[config.mk]
export PLATFORM = sky130hd
export DESIGN_NAME = y_chunk_adder_flat
export DESIGN_NICKNAME = d
export VERILOG_FILES = /design/src/rtl/y_chunk_adder_if.sv /design/src/rtl/y_chunk_adder.sv /design/src/flat_wrapper.sv
export SDC_FILE = /design/constraint.sdc
export NUM_CORES = 1
export LEC_CHECK = 0
export CELL_PAD_IN_SITES_DETAIL_PLACEMENT = 0
export CELL_PAD_IN_SITES_GLOBAL_PLACEMENT = 1
export CORE_ASPECT_RATIO = 1.4
export CORE_MARGIN = 8
export CORE_UTILIZATION = 33
export DETAILED_ROUTE_END_ITERATION = 12
export GPL_ROUTABILITY_DRIVEN = 0
export GPL_TIMING_DRIVEN = 0
export HOLD_SLACK_MARGIN = 0.02
export PLACE_DENSITY = 0.87
export SLEW_MARGIN = 20
export SYNTH_ARGS = -nofsm -noshare
export SYNTH_HDL_FRONTEND = slang
export SYNTH_SLANG_ARGS = --single-unit
export TNS_END_PERCENT = 1
[constraint.sdc]
create_clock -name clk -period 3.4 [get_ports clk]
set_input_delay 0.34 -clock clk [delete_from_list [all_inputs] [get_ports clk]]
set_output_delay 0.34 -clock clk [all_outputs]
set_load 0.02 [all_outputs]
[src/rtl/y_chunk_adder_if.sv]
// rtl/y_chunk_adder_if.sv - start/done handshake and operand/result bundle for y_chunk_adder
// The sub signal exists only when Y_CHUNK_ADDER_SUB_EN is defined.
interface y_chunk_adder_if #(
  parameter int WIDTH = 32
);
  logic             start;
  logic [WIDTH-1:0] a;
  logic [WIDTH-1:0] b;
  logic             cin;
`ifdef Y_CHUNK_ADDER_SUB_EN
  logic             sub;
`endif
  logic             busy;
  logic             done;
  logic [WIDTH-1:0] z;
  logic             cout;
  logic             ovf;

  modport master (
    output start, a, b, cin,
`ifdef Y_CHUNK_ADDER_SUB_EN
    output sub,
`endif
    input  busy, done, z, cout, ovf
  );

  modport slave (
    input  start, a, b, cin,
`ifdef Y_CHUNK_ADDER_SUB_EN
    input  sub,
`endif
    output busy, done, z, cout, ovf
  );
endinterface

[src/rtl/y_chunk_adder.sv]
// rtl/y_chunk_adder.sv - multi-cycle ripple adder, CHUNK bits per clock with a registered carry
// Optional subtract mode (a + ~b + 1) is enabled by defining Y_CHUNK_ADDER_SUB_EN.
module y_chunk_adder #(
  parameter int WIDTH = 32,
  parameter int CHUNK = 8
) (
  input logic             clk,
  input logic             reset,
  y_chunk_adder_if.slave  bus
);
  localparam int N    = WIDTH / CHUNK;
  localparam int IDXW = (N > 1) ? $clog2(N) : 1;

  typedef enum logic [1:0] {
    IDLE = 2'd0,
    RUN  = 2'd1,
    DONE = 2'd2
  } state_t;

  state_t state, state_nxt;

  logic [IDXW-1:0]            idx;
  logic                       carry;
  logic [N-1:0][CHUNK-1:0]    a_r;
  logic [N-1:0][CHUNK-1:0]    b_r;
  logic [N-1:0][CHUNK-1:0]    z_r;
  logic                       cout_r;
  logic                       ovf_r;

  logic                       accept;
  logic                       go;
  logic                       last;
  logic [CHUNK-1:0]           a_c;
  logic [CHUNK-1:0]           b_c;
  logic [CHUNK:0]             chunk_sum;
  logic                       msb_cin;

  assign accept = (state == IDLE) || (state == DONE);
  assign go     = accept && bus.start;
  assign last   = (idx == IDXW'(N - 1));

  assign a_c       = a_r[idx];
  assign b_c       = b_r[idx];
  assign chunk_sum = {1'b0, a_c} + {1'b0, b_c} + {{CHUNK{1'b0}}, carry};
  // Carry into the top bit of the chunk, recovered from its sum bit.
  assign msb_cin   = chunk_sum[CHUNK-1] ^ a_c[CHUNK-1] ^ b_c[CHUNK-1];

  always_ff @(posedge clk) begin
    if (reset) begin
      state <= IDLE;
    end else begin
      state <= state_nxt;
    end
  end

  always_comb begin
    state_nxt = state;
    case (state)
      IDLE:    if (bus.start) state_nxt = RUN;
      RUN:     if (last)      state_nxt = DONE;
      DONE:    state_nxt = bus.start ? RUN : IDLE;
      default: state_nxt = IDLE;
    endcase
  end

  always_comb begin
    bus.busy = 1'b0;
    bus.done = 1'b0;
    case (state)
      RUN:     bus.busy = 1'b1;
      DONE:    bus.done = 1'b1;
      default: ;
    endcase
  end

  always_ff @(posedge clk) begin
    if (reset) begin
      idx    <= '0;
      carry  <= 1'b0;
      a_r    <= '0;
      b_r    <= '0;
      z_r    <= '0;
      cout_r <= 1'b0;
      ovf_r  <= 1'b0;
    end else if (go) begin
      a_r    <= bus.a;
`ifdef Y_CHUNK_ADDER_SUB_EN
      // Subtraction folds into the add path: invert b and force the carry-in.
      b_r    <= bus.sub ? ~bus.b : bus.b;
      carry  <= bus.sub | bus.cin;
`else
      b_r    <= bus.b;
      carry  <= bus.cin;
`endif
      z_r    <= '0;
      cout_r <= 1'b0;
      ovf_r  <= 1'b0;
      idx    <= '0;
    end else if (state == RUN) begin
      z_r[idx] <= chunk_sum[CHUNK-1:0];
      carry    <= chunk_sum[CHUNK];
      idx      <= idx + 1'b1;
      if (last) begin
        cout_r <= chunk_sum[CHUNK];
        ovf_r  <= msb_cin ^ chunk_sum[CHUNK];
      end
    end
  end

  assign bus.z    = z_r;
  assign bus.cout = cout_r;
  assign bus.ovf  = ovf_r;
endmodule

[src/flat_wrapper.sv]
// flat-port wrapper written by rule: the top's interface ports become plain ports
module y_chunk_adder_flat 
#(
  parameter int WIDTH = 32,
  parameter int CHUNK = 8
)
  (clk, reset, bus_start, bus_a, bus_b, bus_cin, bus_busy, bus_done, bus_z, bus_cout, bus_ovf);
  y_chunk_adder_if #(.WIDTH(WIDTH)) bus_i ();
  input logic clk;
  input logic reset;
  input wire logic [$bits(bus_i.start)-1:0] bus_start;
  input wire logic [$bits(bus_i.a)-1:0] bus_a;
  input wire logic [$bits(bus_i.b)-1:0] bus_b;
  input wire logic [$bits(bus_i.cin)-1:0] bus_cin;
  output wire logic [$bits(bus_i.busy)-1:0] bus_busy;
  output wire logic [$bits(bus_i.done)-1:0] bus_done;
  output wire logic [$bits(bus_i.z)-1:0] bus_z;
  output wire logic [$bits(bus_i.cout)-1:0] bus_cout;
  output wire logic [$bits(bus_i.ovf)-1:0] bus_ovf;
  assign bus_i.start = bus_start;
  assign bus_i.a = bus_a;
  assign bus_i.b = bus_b;
  assign bus_i.cin = bus_cin;
  assign bus_busy = bus_i.busy;
  assign bus_done = bus_i.done;
  assign bus_z = bus_i.z;
  assign bus_cout = bus_i.cout;
  assign bus_ovf = bus_i.ovf;
  y_chunk_adder #(.WIDTH(WIDTH), .CHUNK(CHUNK)) u_core (.clk(clk), .reset(reset), .bus(bus_i));
endmodule
==> flow_summary.ini, run 1 <==
[status]
status = finished, final reports clean

[floorplanning]
coreArea_um2 = 12900
ios = 104
die-area_um2 = 17100
die_h_um = 152
rows = 49
initial_utilization_pct = 33.7
die_w_um = 113

[sta]
skew_ns = 0.00645
period_share_pct = 94.5
drv_slew = 0
timing.fmax_mhz = 311
setup_ws_ns = 0.187
tightestPinTransition_ns = 0.632
min_period_ns = 3.21
rsz0062_at_grt = no
hold_viol = 0
setup_viol = 0
relSlewSlack_pct = 57.5

[critical_path]
cp_data_required_time_ns = 3.64
slowest_delay_ns = 0.38
path_cells = clkbuf_2 > buf_2 > mux4_2 > ha_1 > o211ai_2 > a21oi_2 > a211o_1 > a311oi_4 > xnor2_1 > xnor2_1 > a22o_1
r2r_cells = 11
end_kind = register
worst_path_max_delay_cell = ha_1
startpoint_type = register
crit_type = reg2reg
path_max_fanout = 10
crit_top_cell = xnor2_1
cp_data_arrival_time_ns = 3.45

[synth]
postSynthRegisterBits = 103
syn_area_per_cell_um2 = 8.55
ys_warn_count = 0
seq_area_frac_synth_pct = 47.5
synth_cells = 508
synth_cell_type_count = 33
yosys.area.top_type = dfxtp_1
synth_top_area_share_pct = 47.5
synth_area_leaders = dfxtp_1 47%, nand2_1 15%, a21oi_1 11%
synth_nets = 589
syn_area_um2 = 4340

[grt]
antenna_found_initial = 0
track_usage_pct = 14.7
grt_max_degree = 18
grt_pass1_vias = 3921
grt_overflow = 0
grt_pass1_wl_um = 19600

[finish]
drive_above_1_share_pct = 7.48
antennaDiodeCount = 0
final_common_cell = nand2_1
layout.nets = 704
stdcell_area_um2 = 5910
most-common-layout-cells = 173 x nand2_1, 103 x clkdlybuf4s50_1, 102 x dfxtp_1, 91 x a21oi_1
post-route-util_pct = 45.9
area_growth_pct = 36.1

[clocking]
clock_path_buffers = 2
ctsHoldBuffers = 0
htree_levels = 3
cts-buffers-inserted = 9
clk-insertion-delay-late_ns = 0.35
root_buffer = clkbuf_16
cts.sinks = 103
path_clk_slew_ns = 0.07
cts_tree = built

[detailed_routing]
drc = 0
via_count = 3765
routedWlPerCell_um = 15.7
drt_iter0_drc = 150
vias_per_cell = 4.82
firstDrtPassIters = 6
finalWirelength_um = 12300
ant_nets = 0

[placed_design]
placed_cell_area_um2 = 5570
dp_hpwl_um = 9900
port_buffers = 103
post-place-ws_ns = -0.301

[power_and_ir_drop]
p_leak_uw = 0.00212
power_uw = 2720
vdd_ir_drop_max_uv = 272
power_density_nw_per_um2 = 460

[job]
cap_viol_max_count = 0

[worst_hold_path]
whs_path_depth = 2
hp-class = reg2reg
## sequential cells by signal, indices dropped and copies added, names as in the netlist
signal,cells
u_core.a_r,32
u_core.state,2
u_core.carry,1
u_core.idx,2
u_core.b_r,32
u_core.bus.cout,1
u_core.bus.z,32
u_core.bus.ovf,1
## metrics by stage
stage,TNS (ns),cells,hold slack (ns)
4_1_cts,0,780,0.456
3_3_place_gp,-0.368,764,0.442
6_report,0,781,0.455
2_1_floorplan,0,508,0.424
5_1_grt,0,781,0.470
3_5_place_dp,-0.709,764,0.446
## final cells by class
| cell class | count | area [um^2] |
|---|---|---|
| buffer | 34 | 150 |
| clock inverter | 5 | 41.3 |
| inverter | 8 | 30.0 |
| clock buffer | 11 | 253 |
| multi-input combinational | 363 | 2140 |
| fill | 1322 | 6960 |
| tap | 153 | 191 |
| sequential | 103 | 2060 |
| timing repair buffer | 104 | 1040 |
## critical path: cells and delay by family (launching register included)
kind,cells,cell delay (ns)
DFF,1,0.36
buffers and inverters,2,0.61
muxes,1,0.36
xor gates and xnor gates,2,0.28
adders and majority gates,1,0.38
AOI/OAI and AO/OA,5,1.10
## timing repair
item / CTS / global route
pin swaps: 0 / 1
setup endpoints to repair: 11 / 7
buffers inserted: 0 / 1
resized for setup: 3 / 8
## synth_stat cells
master / count
a2111oi_2: 1
a211o_1: 1
a211oi_1: 13
a21bo_1: 1
a21o_1: 1
a21oi_1: 93
a21oi_2: 1
a22o_1: 1
a311oi_4: 1
and2_0: 1
and2_1: 3
and2_2: 1
buf_1: 11
buf_2: 2
buf_4: 1
clkbuf_1: 20
dfxtp_1: 103
fa_1: 2
ha_1: 11
inv_1: 8
mux4_2: 16
nand2_1: 173
nand2b_1: 6
nand3b_1: 1
nor2_1: 19
nor2b_1: 3
nor3_1: 1
o211ai_2: 1
o21ai_0: 1
o21ai_1: 1
o21bai_1: 1
xnor2_1: 7
xor2_1: 2
## metal layers
layer	routed length [um]	share of wire [%]	vias to the layer above	global-route usage (%)
met3	724	5.9	14	4.48
li1	-	-	1926	-
met2	6450	53	94	26.9
met4	272	2.2	0	5.75
met1	4810	39	1731	15.6
met5	0	0	-	0
## where the power goes
part           internal (uW)  switching [uW]
sequential              1260            30.2
clock                    541             454
combinational            203             231
total                   2000             716
## final timing paths
path                                     start              to  slack (ns)
worst max-delay path             u_core.idx[1]  u_core.bus.ovf        0.19
worst min-delay path            u_core.a_r[31]  u_core.a_r[31]        0.46
worst max register to register   u_core.idx[1]  u_core.bus.ovf        0.19
worst min register to register  u_core.a_r[31]  u_core.a_r[31]        0.46
## kinds of logic after synthesis
group	after synthesis	synth area share [%]
XOR/XNOR	9	1.82
multiplexers	16	8.30
buffers and inverters	42	3.77
flip-flops	103	47.5
AO/OA/AOI/OAI	117	15.6
AND/OR/NAND/NOR	208	18.9
adder cells (fa/ha/maj)	13	4.09
Power figures use the tool's default switching activity.
==> inputs of run 2 (changes only) <==
==> constraint.sdc (replaced) <==
create_clock -name clk -period 3.4 [get_ports clk]
set_input_delay 0.34 -clock clk [delete_from_list [all_inputs] [get_ports clk]]
set_output_delay 0.34 -clock clk [all_outputs]
set_load 0.1 [all_outputs]
==> results of run 2 <==
Same layout as run 1 (identical final DEF). Status: finished, final reports clean.
Among the figures that moved: total power 2720 uW -> 2760 uW; worst IR drop on VDD 272 uV -> 275 uV
